<file path="config.mk">
export PLATFORM = sky130hd
export DESIGN_NAME = uart_rx_core_flat
export DESIGN_NICKNAME = d
export VERILOG_FILES = /design/src/rtl/uart_rx_core_if.sv /design/src/rtl/uart_rx_core.sv /design/src/flat_wrapper.sv
export SDC_FILE = /design/constraint.sdc
export NUM_CORES = 1
export LEC_CHECK = 0
export BUFFER_PORTS_ARGS = -buffer_cell sky130_fd_sc_hd__buf_2
export CAP_MARGIN = 20
export CORE_MARGIN = 4
export CORE_UTILIZATION = 45
export DETAILED_ROUTE_END_ITERATION = 6
export PLACE_DENSITY = 0.75
export SYNTH_ARGS = -nofsm -noshare
export SYNTH_HDL_FRONTEND = slang
export SYNTH_SLANG_ARGS = --single-unit
</file>
<file path="constraint.sdc">
create_clock -name clk -period 2.27 [get_ports clk]
set_input_delay 0.454 -clock clk [delete_from_list [all_inputs] [get_ports clk]]
set_output_delay 0.454 -clock clk [all_outputs]
set_load 0.02 [all_outputs]
</file>
<file path="src/rtl/uart_rx_core_if.sv">
// -----------------------------------------------------------------------------
// uart_rx_core_if
// Receive-side output bus of the UART receive engine toward the RX FIFO.
//   rx_data          [7:0] received word, LSB-aligned, unused upper bits 0
//   rx_data_valid          one-clk push strobe for rx_data and the error flags
//   rx_frame_error         one-clk pulse with rx_data_valid: a stop bit was 0
//   rx_parity_error        one-clk pulse with rx_data_valid: parity mismatch
// Modports: master = receive engine (drives), slave = FIFO / consumer.
// -----------------------------------------------------------------------------
interface uart_rx_core_if;
    logic [7:0] rx_data;
    logic       rx_data_valid;
    logic       rx_frame_error;
    logic       rx_parity_error;

    modport master (
        output rx_data,
        output rx_data_valid,
        output rx_frame_error,
        output rx_parity_error
    );

    modport slave (
        input rx_data,
        input rx_data_valid,
        input rx_frame_error,
        input rx_parity_error
    );
endinterface

</file>
<file path="src/rtl/uart_rx_core.sv">
// -----------------------------------------------------------------------------
// uart_rx_core
// Serial receive engine of the UART: oversamples rxd, deframes start, 5..8
// data bits (LSB first), optional even parity and one or two stop bits, and
// pushes each word with its error flags to the RX FIFO.
//
// Ports:
//   clk            system clock
//   rstn           asynchronous active-low reset
//   baud_tick      single-cycle enable, OVERSAMPLE pulses per bit time
//   rxd            asynchronous serial input, idle high
//   word_length    00=5, 01=6, 10=7, 11=8 data bits (latched at start bit)
//   parity_en      1 = even parity bit follows the data (latched at start bit)
//   two_stop_bits  1 = two stop bits expected (latched at start bit)
//   rx_if          master side of uart_rx_core_if (data, valid, error pulses)
//   rx_busy        high from validated start bit until the frame completes
//
// Build option:
//   UART_RX_MAJORITY_VOTE_EN  when defined, each bit is the 2-of-3 majority of
//                             samples at cnt = OVERSAMPLE/2-2, -1 and
//                             OVERSAMPLE/2; the decision is taken at the third.
// -----------------------------------------------------------------------------
module uart_rx_core #(
    parameter int unsigned OVERSAMPLE  = 16,
    parameter int unsigned SYNC_STAGES = 2
) (
    input  logic                  clk,
    input  logic                  rstn,
    input  logic                  baud_tick,
    input  logic                  rxd,
    input  logic [1:0]            word_length,
    input  logic                  parity_en,
    input  logic                  two_stop_bits,
    uart_rx_core_if.master        rx_if,
    output logic                  rx_busy
);

    localparam int unsigned CW = $clog2(OVERSAMPLE);
    localparam logic [CW-1:0] CNT_LAST   = CW'(OVERSAMPLE - 1);
`ifdef UART_RX_MAJORITY_VOTE_EN
    localparam logic [CW-1:0] CNT_V0     = CW'(OVERSAMPLE / 2 - 2);
    localparam logic [CW-1:0] CNT_V1     = CW'(OVERSAMPLE / 2 - 1);
    localparam logic [CW-1:0] CNT_DECIDE = CW'(OVERSAMPLE / 2);
`else
    localparam logic [CW-1:0] CNT_DECIDE = CW'(OVERSAMPLE / 2 - 1);
`endif

    typedef enum logic [2:0] {
        S_IDLE,
        S_START,
        S_DATA,
        S_PARITY,
        S_STOP1,
        S_STOP2
    } state_t;

    state_t r_state;
    state_t w_state_nxt;

    logic [SYNC_STAGES-1:0] r_sync;
    logic                   w_rxs;
    logic [CW-1:0]          r_cnt;
    logic                   r_armed;
    logic [2:0]             r_bitidx;
    logic [7:0]             r_shift;
    logic [1:0]             r_wl;
    logic                   r_pen;
    logic                   r_two;
    logic                   r_perr;
    logic                   r_ferr;
    logic                   r_busy;

    logic w_wrap;
    logic w_samp;
    logic w_bit;
    logic w_last_bit;
    logic w_start;
    logic w_done;

    // Input synchroniser; resets to idle-high so reset never looks like a start.
    always_ff @(posedge clk or negedge rstn) begin
        if (!rstn) begin
            r_sync <= '1;
        end else begin
            r_sync <= {r_sync[SYNC_STAGES-2:0], rxd};
        end
    end

    assign w_rxs      = r_sync[SYNC_STAGES-1];
    assign w_wrap     = baud_tick && (r_cnt == CNT_LAST);
    assign w_samp     = baud_tick && (r_cnt == CNT_DECIDE);
    assign w_last_bit = (r_bitidx == ({1'b0, r_wl} + 3'd4));

`ifdef UART_RX_MAJORITY_VOTE_EN
    logic [1:0] r_vote;

    always_ff @(posedge clk or negedge rstn) begin
        if (!rstn) begin
            r_vote <= '1;
        end else if (baud_tick) begin
            if (r_cnt == CNT_V0) r_vote[0] <= w_rxs;
            if (r_cnt == CNT_V1) r_vote[1] <= w_rxs;
        end
    end

    // Third vote is the live sample at the decision tick.
    assign w_bit = (r_vote[0] & r_vote[1]) | (r_vote[0] & w_rxs) | (r_vote[1] & w_rxs);
`else
    assign w_bit = w_rxs;
`endif

    always_ff @(posedge clk or negedge rstn) begin
        if (!rstn) begin
            r_state <= S_IDLE;
        end else begin
            r_state <= w_state_nxt;
        end
    end

    always_comb begin
        w_state_nxt = r_state;
        w_start     = 1'b0;
        w_done      = 1'b0;
        unique case (r_state)
            S_IDLE: begin
                if (baud_tick && r_armed && !w_rxs) begin
                    w_state_nxt = S_START;
                    w_start     = 1'b1;
                end
            end
            S_START: begin
                if (w_samp && w_bit) begin
                    w_state_nxt = S_IDLE;
                end else if (w_wrap) begin
                    w_state_nxt = S_DATA;
                end
            end
            S_DATA: begin
                if (w_wrap && w_last_bit) begin
                    w_state_nxt = r_pen ? S_PARITY : S_STOP1;
                end
            end
            S_PARITY: begin
                if (w_wrap) w_state_nxt = S_STOP1;
            end
            S_STOP1: begin
                if (r_two) begin
                    if (w_wrap) w_state_nxt = S_STOP2;
                end else if (w_samp) begin
                    // Complete at the stop sample, not at the end of the stop bit.
                    w_state_nxt = S_IDLE;
                    w_done      = 1'b1;
                end
            end
            S_STOP2: begin
                if (w_samp) begin
                    w_state_nxt = S_IDLE;
                    w_done      = 1'b1;
                end
            end
            default: w_state_nxt = S_IDLE;
        endcase
    end

    always_ff @(posedge clk or negedge rstn) begin
        if (!rstn) begin
            r_cnt                 <= '0;
            r_armed               <= 1'b0;
            r_bitidx              <= '0;
            r_shift               <= '0;
            r_wl                  <= '0;
            r_pen                 <= 1'b0;
            r_two                 <= 1'b0;
            r_perr                <= 1'b0;
            r_ferr                <= 1'b0;
            r_busy                <= 1'b0;
            rx_if.rx_data         <= '0;
            rx_if.rx_data_valid   <= 1'b0;
            rx_if.rx_frame_error  <= 1'b0;
            rx_if.rx_parity_error <= 1'b0;
        end else begin
            rx_if.rx_data_valid   <= w_done;
            rx_if.rx_frame_error  <= w_done & (r_ferr | ~w_bit);
            rx_if.rx_parity_error <= w_done & r_perr;

            if (baud_tick) r_cnt <= r_cnt + 1'b1;

            // A held-low line (break / frame error) must go high before re-arming.
            if (r_state == S_IDLE && w_rxs) r_armed <= 1'b1;

            if (w_start) begin
                r_cnt    <= '0;
                r_armed  <= 1'b0;
                r_bitidx <= '0;
                r_shift  <= '0;
                r_wl     <= word_length;
                r_pen    <= parity_en;
                r_two    <= two_stop_bits;
                r_perr   <= 1'b0;
                r_ferr   <= 1'b0;
            end

            if (r_state == S_START && w_samp && !w_bit) r_busy <= 1'b1;

            if (r_state == S_DATA) begin
                if (w_samp) r_shift[r_bitidx] <= w_bit;
                if (w_wrap) r_bitidx <= r_bitidx + 3'd1;
            end

            // Unused upper bits stay 0, so the full-width XOR is the data parity.
            if (r_state == S_PARITY && w_samp && (w_bit != ^r_shift)) r_perr <= 1'b1;

            if (r_state == S_STOP1 && w_samp && !w_bit) r_ferr <= 1'b1;

            if (w_done) begin
                rx_if.rx_data <= r_shift;
                r_busy        <= 1'b0;
                r_armed       <= w_rxs;
            end
        end
    end

    assign rx_busy = r_busy;

endmodule

</file>
<file path="src/flat_wrapper.sv">
// flat-port wrapper written by rule: the top's interface ports become plain ports
module uart_rx_core_flat 
#(
    parameter int unsigned OVERSAMPLE  = 16,
    parameter int unsigned SYNC_STAGES = 2
)
  (clk, rstn, baud_tick, rxd, word_length, parity_en, two_stop_bits, rx_busy, rx_if_rx_data, rx_if_rx_data_valid, rx_if_rx_frame_error, rx_if_rx_parity_error);
  uart_rx_core_if rx_if_i ();
  input  logic clk;
  input  logic rstn;
  input  logic baud_tick;
  input  logic rxd;
  input  logic [1:0] word_length;
  input  logic parity_en;
  input  logic two_stop_bits;
  output logic rx_busy;
  output wire logic [$bits(rx_if_i.rx_data)-1:0] rx_if_rx_data;
  output wire logic [$bits(rx_if_i.rx_data_valid)-1:0] rx_if_rx_data_valid;
  output wire logic [$bits(rx_if_i.rx_frame_error)-1:0] rx_if_rx_frame_error;
  output wire logic [$bits(rx_if_i.rx_parity_error)-1:0] rx_if_rx_parity_error;
  assign rx_if_rx_data = rx_if_i.rx_data;
  assign rx_if_rx_data_valid = rx_if_i.rx_data_valid;
  assign rx_if_rx_frame_error = rx_if_i.rx_frame_error;
  assign rx_if_rx_parity_error = rx_if_i.rx_parity_error;
  uart_rx_core #(.OVERSAMPLE(OVERSAMPLE), .SYNC_STAGES(SYNC_STAGES)) u_core (.clk(clk), .rstn(rstn), .baud_tick(baud_tick), .rxd(rxd), .word_length(word_length), .parity_en(parity_en), .two_stop_bits(two_stop_bits), .rx_if(rx_if_i), .rx_busy(rx_busy));
endmodule
</file>
==> results of run 1 <==
[critical path, delay by kind of cell (launching register included)]
kind                       cells  cell delay, ps
adders and majority gates      1             220
DFF                            1             380
muxes                          1             380
and+or+nand+nor                3             820
[placed cells by master, fill, tap and decap left out, types with 4 or more instances in the layout]
cell type	netlist	layout
dfrtp_1	37	37
nand2_1	23	23
buf_2	2	19
o21ai_0	16	16
xnor2_1	10	10
mux2_2	9	9
nor2_1	8	8
nand3_1	8	8
clkbuf_8	0	7
nand2b_1	5	5
inv_1	5	5
a21oi_1	5	5
nand4_1	4	4
[report_power, final]
group / internal [uW] / total, uW / switching, uW
clock network: 277 / 500 / 223
logic: 246 / 541 / 295
registers: 819 / 986 / 167
[routing by layer]
metal,GRT usage,share of wire,vias to the layer above
met5,0,0,-
met4,0.0684,0.016,0
met3,0.0446,0.053,6
met2,0.215,0.43,33
met1,0.193,0.50,651
li1,-,-,686
[area by class of cell]
| class | count | area (um2) |
|---|---|---|
| clock buffers | 8 | 100 |
| fillers | 385 | 1950 |
| inverters | 6 | 22.5 |
| multi-input cells | 129 | 886 |
| flip-flops and latches | 39 | 978 |
| well taps | 50 | 62.6 |
| repair buffers | 22 | 118 |
[metrics by stage]
step	hold WS [ps]	power (uW)
2_1_floorplan	158	1450
3_3_place_gp	346	1520
3_5_place_dp	347	1540
4_1_cts	254	2050
5_1_grt	250	2160
6_report	263	2030
[worst max path at each step]
stage,from,endpoint,cells past startpoint
5_1_grt,u_core.r_cnt[0],u_core.rx_if.rx_data[6],5
3_5_place_dp,baud_tick,u_core.rx_if.rx_data[1],5
2_1_floorplan,u_core.r_cnt[0],u_core.rx_if.rx_data[3],7
4_1_cts,u_core.r_cnt[0],u_core.rx_if.rx_data[1],5
3_3_place_gp,baud_tick,u_core.rx_if.rx_data[2],5
6_report,u_core.r_cnt[0],u_core.rx_if.rx_data[1],5
[kinds of logic after synthesis]
group                    count (synthesis)
flip-flops                              39
AND/OR/NAND/NOR                         67
multiplexers                            10
XOR/XNOR                                12
buffers and inverters                   16
AO/OA/AOI/OAI                           38
adder cells (fa/ha/maj)                  2
[state kept, by name (all words and copies together), names as in the netlist]
name / count
u_core.r_armed: 1
u_core.r_bitidx: 3
u_core.r_cnt: 4
u_core.r_ferr: 1
u_core.r_pen: 1
u_core.r_perr: 1
u_core.r_shift: 8
u_core.r_state: 3
u_core.r_sync: 2
u_core.r_two: 1
u_core.r_wl: 2
u_core.rx_busy: 1
u_core.rx_if.rx_data: 8
u_core.rx_if.rx_data_valid: 1
u_core.rx_if.rx_frame_error: 1
u_core.rx_if.rx_parity_error: 1
==> flow_summary.yaml, run 1 <==
status:
  status: "complete, no violations"
final_layout:
  fin_nets: 213
  drive_gt1_frac: 0.255
  stdcell_area_mm2: 0.00217
  post-route-util: 0.527
  syn2layout_area_growth_pct: 10.1
  fin_cells: 254
  n_antenna_cell: 0
logic_synthesis:
  yosys.area.top_type: "dfrtp_1"
  synth-main-ff-cell: "dfrtp_1"
  syn-mean-instance-area_um2: 10.7
  ys_types: 47
  synth-seq-cells: 39
  async_flop_share: 1.00
  synthAdderAreaFrac: 0.0127
  synth_cells: 184
  synth_compound_area_frac: 0.129
  synthTopCellsByCount: "dfrtp_1, nand2_1, o21ai_0"
  syn_area_mm2: 0.00197
  post_synth_and_or_nand_nor_area_fraction: 0.198
  syn_nets: 194
  synth_edf_count: 0
  ys_warn_count: 0
  synth.yosys.seq_area_share: 0.497
  synth_top_family_by_area: "simple AND/OR/NAND/NOR gates"
  yosys-top-cells-area: "dfrtp_1, mux2_2, xnor2_1, nand2_1, o21ai_0"
  synth.most_common_cell: "dfrtp_1"
  synth_top_area_share: 0.470
  synthMuxAreaShare: 0.0566
  synth_xor_area_frac: 0.0534
clocking:
  cts_resized: 0
  clkTransAtPathRegs_ps: 70
  insertion_delay_ps: 290
  cts_made_buffers: 5
  root_buffer: "clkbuf_8"
  cts_tree: "yes"
  clk_path_buf_depth: 2
  hold_buffers: 0
  cts_setup_buffers: 0
  cts_sinks: 39
  htreeDepth: 2
routing:
  finalWirelength_mm: 3.47
  wl_per_cell_um: 13.7
  vias_per_cell: 5.42
  drc: 0
  num_vias: 1376
  dr.pass1.iters: 4
  final_antenna_net_count: 0
  drtIter0Drc: 65
global_routing:
  gr-total-overflow: 0
  grt_max_degree: 40
  grt_antenna_before_repair: 0
  grt_pass1_wl_mm: 5.99
  grt_pass1_vias: 1303
  grt_util_all_layers: 0.144
placed_design:
  placed_cell_area_mm2: 0.00207
  dp_hpwl_mm: 2.43
  dp.cells: 246
  portBuffers: 19
  routabilityCongestion: 0.945
  dp_slack_ps: 275
hold_path:
  min-delay-start: "rxd"
  min_to: "u_core.r_sync[0]"
  hp-class: "in -> reg"
  holdPathStages: 1
sta:
  tns_ps: 0
  finalHoldViolCount: 0
  tightest_slew_ps: 848
  fin_worst_skew_ps: 2.35
  setup_viol: 0
  maxSlewViolCount: 0
  max_freq_mhz: 521
  rsz0062_at_grt: "no"
  maxSlewHeadroom: 0.434
  finalCritPeriodShare: 0.846
  fin_ws_ps: 349
  post-route-min-period_ps: 1920
worst_setup_path:
  crit_path_start_kind: "register"
  rr_endpoint: "u_core.rx_if.rx_data[1]"
  rr_worst_depth: 5
  r2r_start: "u_core.r_cnt[0]"
  crit_fanout: 14
  reg2reg_slack_ps: 350
  path_cells: "ha_1 > and4b_1 > nand2_1 > nor2_4 > mux2_2"
  cpPeakStageDelay_ps: 380
  slowest_stage: "dfrtp_1"
  path_class: "reg -> reg"
  cp-end-kind: "register"
  crit_required_ps: 2440
  cp_data_arrival_time_ps: 2090
job:
  drv_cap: 0
floorplan:
  coreArea_mm2: 0.00412
  die_h_um: 74.1
  die_width_um: 74.1
  std_cell_rows: 23
  die_area_mm2: 0.00550
  io-pin-count: 20
  start_util: 0.478
power_and_ir_drop:
  ir_drop_uv: 475
  leakagePower_uw: 0.000967
  power_density_mw_per_mm2: 935
Power figures use the tool's default switching activity.
==> run 2, diff against run 1 <==
==> constraint.sdc (replaced) <==
create_clock -name clk -period 1.94 [get_ports clk]
set_input_delay 0.388 -clock clk [delete_from_list [all_inputs] [get_ports clk]]
set_output_delay 0.388 -clock clk [all_outputs]
set_load 0.02 [all_outputs]
==> run 2 against run 1 <==
Net effect: sequential cell count unchanged; count of clock-buffer cells in the layout decreased by 2; sequential share of layout area decreased by 1.4 points; via count increased by 3.2%; worst setup slack got worse by 220 ps; global-route usage increased by 0.83 points; critical path type unchanged; final area increased by 3.2%; largest power group unchanged; non-clock buffer count increased by 6; combinational power increased by 24%.
==> flow_summary.yaml, run 2 (same netlist as run 1, synthesis figures left out) <==
clocking:
  htreeDepth: 2
  hold_buffers: 0
  root_buffer: "clkbuf_8"
  cts_sinks: 39
  cts_tree: "yes"
  insertion_delay_ps: 290
  clkTransAtPathRegs_ps: 80
  cts_made_buffers: 5
  clk_path_buf_depth: 2
power_and_ir_drop:
  leakagePower_uw: 0.000998
  combPwrFrac: 0.269
  ir_drop_uv: 540
  power_density_mw_per_mm2: 1110
  p_clk_frac: 0.266
  sw_frac_of_total: 0.336
  p_switching_uw: 836
  intPower_uw: 1650
  seq_power_share: 0.465
global_routing:
  grt_pass1_vias: 1316
  gr-total-overflow: 0
  grt_util_all_layers: 0.153
  grt_antenna_before_repair: 0
  grt_max_degree: 40
  grt_pass1_wl_mm: 6.33
placed_design:
  routabilityCongestion: 0.867
  dp_hpwl_mm: 2.57
  portBuffers: 19
  placed_cell_area_mm2: 0.00210
sta:
  post-route-min-period_ps: 1810
  tightest_slew_ps: 485
  tns_ps: 0
  max_freq_mhz: 553
  rsz0062_at_grt: "no"
  setup_viol: 0
  fin_worst_skew_ps: 7.42
  finalHoldViolCount: 0
  finalCritPeriodShare: 0.932
  maxSlewViolCount: 0
  maxSlewHeadroom: 0.677
worst_setup_path:
  cp-startpoint: "u_core.r_cnt[0]"
  crit_path_start_kind: "register"
  cp-end-kind: "register"
  crit_fanout: 9
  crit_required_ps: 2110
  path_class: "reg -> reg"
  cp_data_arrival_time_ps: 1980
  r2r_start: "u_core.r_cnt[0]"
final_layout:
  n_antenna_cell: 0
  fillers: 377
  top_regs: "u_core.r_shift: 8 flops, u_core.rx_if.rx_data: 8 flops, u_core.r_cnt: 4 flops"
  stdcell_area_mm2: 0.00224
  fin_nets: 219
  final_cell_mix: "dfrtp_1, nand2_1, buf_2"
  post-route-util: 0.543
  drive_gt1_frac: 0.281
  syn2layout_area_growth_pct: 13.6
  final_common_cell: "dfrtp_1"
routing:
  drc: 0
  drtIter0Drc: 74
  wl_per_cell_um: 14.0
  final_antenna_net_count: 0
  dr.pass1.iters: 4
  finalWirelength_mm: 3.63
  num_vias: 1420
  vias_per_cell: 5.46
floorplan:
  coreArea_mm2: 0.00412
  start_util: 0.478
  die_h_um: 74.1
  die_width_um: 74.1
  std_cell_rows: 23
  die_area_mm2: 0.00550
  io-pin-count: 20
status:
  status: "complete, no violations"
hold_path:
  hp-class: "in -> async"
job:
  drv_cap: 0
-- run 2: area by class of cell --
class / instances / area [um2] / share of cell area
sequential: 39 / 978 / 0.438
tap: 50 / 62.6 / 0.0280
inverter: 6 / 22.5 / 0.0101
timing repair buffer: 28 / 175 / 0.0783
clock buffer: 6 / 72.6 / 0.0325
multi-input combinational: 129 / 887 / 0.397
clock inverter: 2 / 37.5 / 0.0168
-- run 2: path summary, 6_finish.rpt --
path                                     to  slack, ps  depth (start not counted)
hold reg to reg            u_core.r_sync[1]        360                          0
setup reg to reg             u_core.r_armed        130                          8
min in group clk           u_core.r_sync[0]        180                          1
setup / recovery             u_core.r_armed        130                          8
max in group asynchronous  u_core.r_sync[1]       1450                          2
hold / removal               u_core.rx_busy        140                          2
-- run 2: through the flow --
step / hold WS, ps / setup slack [ps] / std cells / power [uW]
5_1_grt: 167 / 9.63 / 260 / 2670
3_5_place_dp: 347 / 50.3 / 251 / 1830
2_1_floorplan: 92.4 / 265 / 184 / 1700
6_report: 137 / 132 / 260 / 2490
4_1_cts: 146 / 30.0 / 259 / 2490
3_3_place_gp: 346 / 158 / 251 / 1810
-- run 2: power by group through the flow --
stage / sequential [uW] / combinational [uW] / clock [uW]
6_report: 1160 / 669 / 662
5_1_grt: 1180 / 766 / 724
4_1_cts: 1150 / 664 / 680
3_5_place_dp: 1160 / 661 / 0
3_3_place_gp: 1160 / 654 / 0
2_1_floorplan: 1060 / 632 / 0
-- run 2: repair_timing --
| action | CTS | global route |
|---|---|---|
| gates resized for setup | 0 | 1 |
| buffers inserted | 0 | 1 |
| setup endpoints to repair | 0 | 11 |
-- run 2: critical path, cell delays in order, from the launching register on --
cell	delay [ps]
dfrtp_1	400
ha_1	250
and4b_2	320
nand2_1	140
nor2_4	60
buf_12	140
buf_4	150
o21ai_0	130
o21ai_0	100
-- run 2: metal layers --
layer | GRT usage | vias to the layer above | part of all wire | wire [um]
met5 | 0 | - | 0 | 0
met1 | 0.212 | 681 | 0.48 | 1760
li1 | - | 697 | - | -
met3 | 0.0405 | 6 | 0.054 | 197
met2 | 0.227 | 36 | 0.45 | 1620
met4 | 0.0604 | 0 | 0.015 | 54
==> run 3, diff against run 2 <==
--- a/config.mk
+++ b/config.mk
@@ -8,9 +8,9 @@
 export BUFFER_PORTS_ARGS = -buffer_cell sky130_fd_sc_hd__buf_2
 export CAP_MARGIN = 20
 export CORE_MARGIN = 4
-export CORE_UTILIZATION = 45
+export CORE_UTILIZATION = 58
 export DETAILED_ROUTE_END_ITERATION = 6
-export PLACE_DENSITY = 0.75
+export PLACE_DENSITY = 0.9
 export SYNTH_ARGS = -nofsm -noshare
 export SYNTH_HDL_FRONTEND = slang
 export SYNTH_SLANG_ARGS = --single-unit
==> run 3 against run 2 <==
Net effect: die area fell by 20%; core utilization up 14 points; clock power is 14% lower; via count up 0.63%; sequential share of layout area increased by 1.3 points; count of clock-buffer cells in the layout is the same; register-to-register slack improved by 20 ps; final area decreased by 3.0%; critical path depth down 3; maximum frequency increased by 1.3%; first-iteration DRC count rose by 34%.
==> flow_summary.yaml, run 3 (same netlist as run 1, synthesis figures left out) <==
final_layout:
  fillers: 234
  drive_gt1_frac: 0.275
  top_regs: "u_core.r_shift: 8 flops, u_core.rx_if.rx_data: 8 flops, u_core.r_cnt: 4 flops"
  final_common_cell: "dfrtp_1"
  syn2layout_area_growth_pct: 10.2
  n_antenna_cell: 0
  fin_nets: 216
  final_cell_mix: "dfrtp_1, nand2_1, buf_2"
floorplan:
  coreArea_mm2: 0.00315
  io-pin-count: 20
  start_util: 0.624
  die_width_um: 66.3
  die_area_mm2: 0.00439
  std_cell_rows: 20
  die_h_um: 66.3
routing:
  vias_per_cell: 5.69
  final_antenna_net_count: 0
  finalWirelength_mm: 3.73
  wl_per_cell_um: 14.9
  drtIter0Drc: 99
  drc: 0
  dr.pass1.iters: 4
  num_vias: 1429
clocking:
  cts_resized: 0
  cts_sinks: 39
  root_buffer: "clkbuf_4"
  clkTransAtPathRegs_ps: 120
  cts_tree: "yes"
  htreeDepth: 2
  hold_buffers: 0
  cts_setup_buffers: 0
  clk_path_buf_depth: 2
  insertion_delay_ps: 360
  cts_made_buffers: 5
global_routing:
  gr-total-overflow: 0
  grt_max_degree: 40
  grt_pass1_vias: 1382
  grt_pass1_wl_mm: 6.51
  grt_antenna_before_repair: 0
  grt_util_all_layers: 0.199
status:
  status: "complete, no violations"
worst_setup_path:
  crit_required_ps: 2190
  cp_data_arrival_time_ps: 2030
  path_cells: "ha_1 > and4b_2 > nand2_1 > nor2_4 > mux2_2"
  crit_family: "simple AND/OR/NAND/NOR gates"
  cp-end-kind: "register"
  crit_buf_inv: 0
  crit_fanout: 9
  slowest_stage: "dfrtp_1"
  path_class: "reg -> reg"
  cpPeakStageDelay_ps: 390
  crit_path_start_kind: "register"
sta:
  tns_ps: 0
  maxSlewViolCount: 0
  max_freq_mhz: 560
  post-route-min-period_ps: 1780
  finalCritPeriodShare: 0.920
  setup_viol: 0
  finalHoldViolCount: 0
  fin_worst_skew_ps: 12.6
  rsz0062_at_grt: "no"
  tightest_slew_ps: 475
  maxSlewHeadroom: 0.684
  fin_ws_ps: 156
hold_path:
  hp-class: "in -> async"
power_and_ir_drop:
  power_density_mw_per_mm2: 1100
  ir_drop_uv: 725
  leakagePower_uw: 0.000978
placed_design:
  routabilityCongestion: 0.943
  dp_slack_ps: 77.1
  dp_hpwl_mm: 2.76
  portBuffers: 19
job:
  drv_cap: 0
==> run 3: changes by cell type in the layout (fill, tap and decap cells not counted), sizes merged <==
cell	before	now
clkinv	1	2
buf	28	25
clkinvlp	1	0
==> run 3: path summary, 6_finish.rpt <==
kind	startpoint	to	slack, ps	depth (start not counted)
worst min register to register	u_core.r_sync[0]	u_core.r_sync[1]	360	0
worst min-delay path	rstn	u_core.r_armed	50	2
worst max register to register	u_core.r_cnt[1]	u_core.rx_if.rx_data[2]	160	5
max in group asynchronous	rstn	u_core.r_sync[0]	1520	2
min in group clk	rxd	u_core.r_sync[0]	120	1
worst max-delay path	u_core.r_cnt[1]	u_core.rx_if.rx_data[2]	160	5
==> run 3: report_power, final <==
group | internal, uW | leakage (uW) | switching (uW) | total (uW)
clock | 304 | 0.0000482 | 266 | 570
combinational | 293 | 0.000414 | 361 | 654
sequential | 957 | 0.000515 | 199 | 1160
==> run 3: cell type report <==
cell class	count	area [um2]	share of cell area
multi-input cells	129	887	0.409
well taps	44	55.1	0.0254
repair buffers	25	140	0.0646
clock inverters	2	35.0	0.0161
inverters	6	22.5	0.0104
flip-flops and latches	39	978	0.451
clock buffers	6	51.3	0.0236
==> run 3: per-stage QoR <==
step	hold slack, ps	utilization	instance area (um2)	instances	total power, uW
2_1_floorplan	92.4	-	1970	184	1700
3_3_place_gp	347	0.660	2080	243	1780
3_5_place_dp	347	0.660	2080	243	1820
4_1_cts	65.1	0.688	2170	251	2390
5_1_grt	93.3	0.688	2170	251	2530
6_report	52.1	0.688	2170	251	2380
==> run 3: per-layer routing <==
metal / up-vias / routed length [um] / global-route usage
li1: 697 / - / -
met1: 680 / 1620 / 0.258
met2: 43 / 1830 / 0.320
met3: 9 / 214 / 0.0561
met4: 0 / 62 / 0.0685
met5: - / 0 / 0
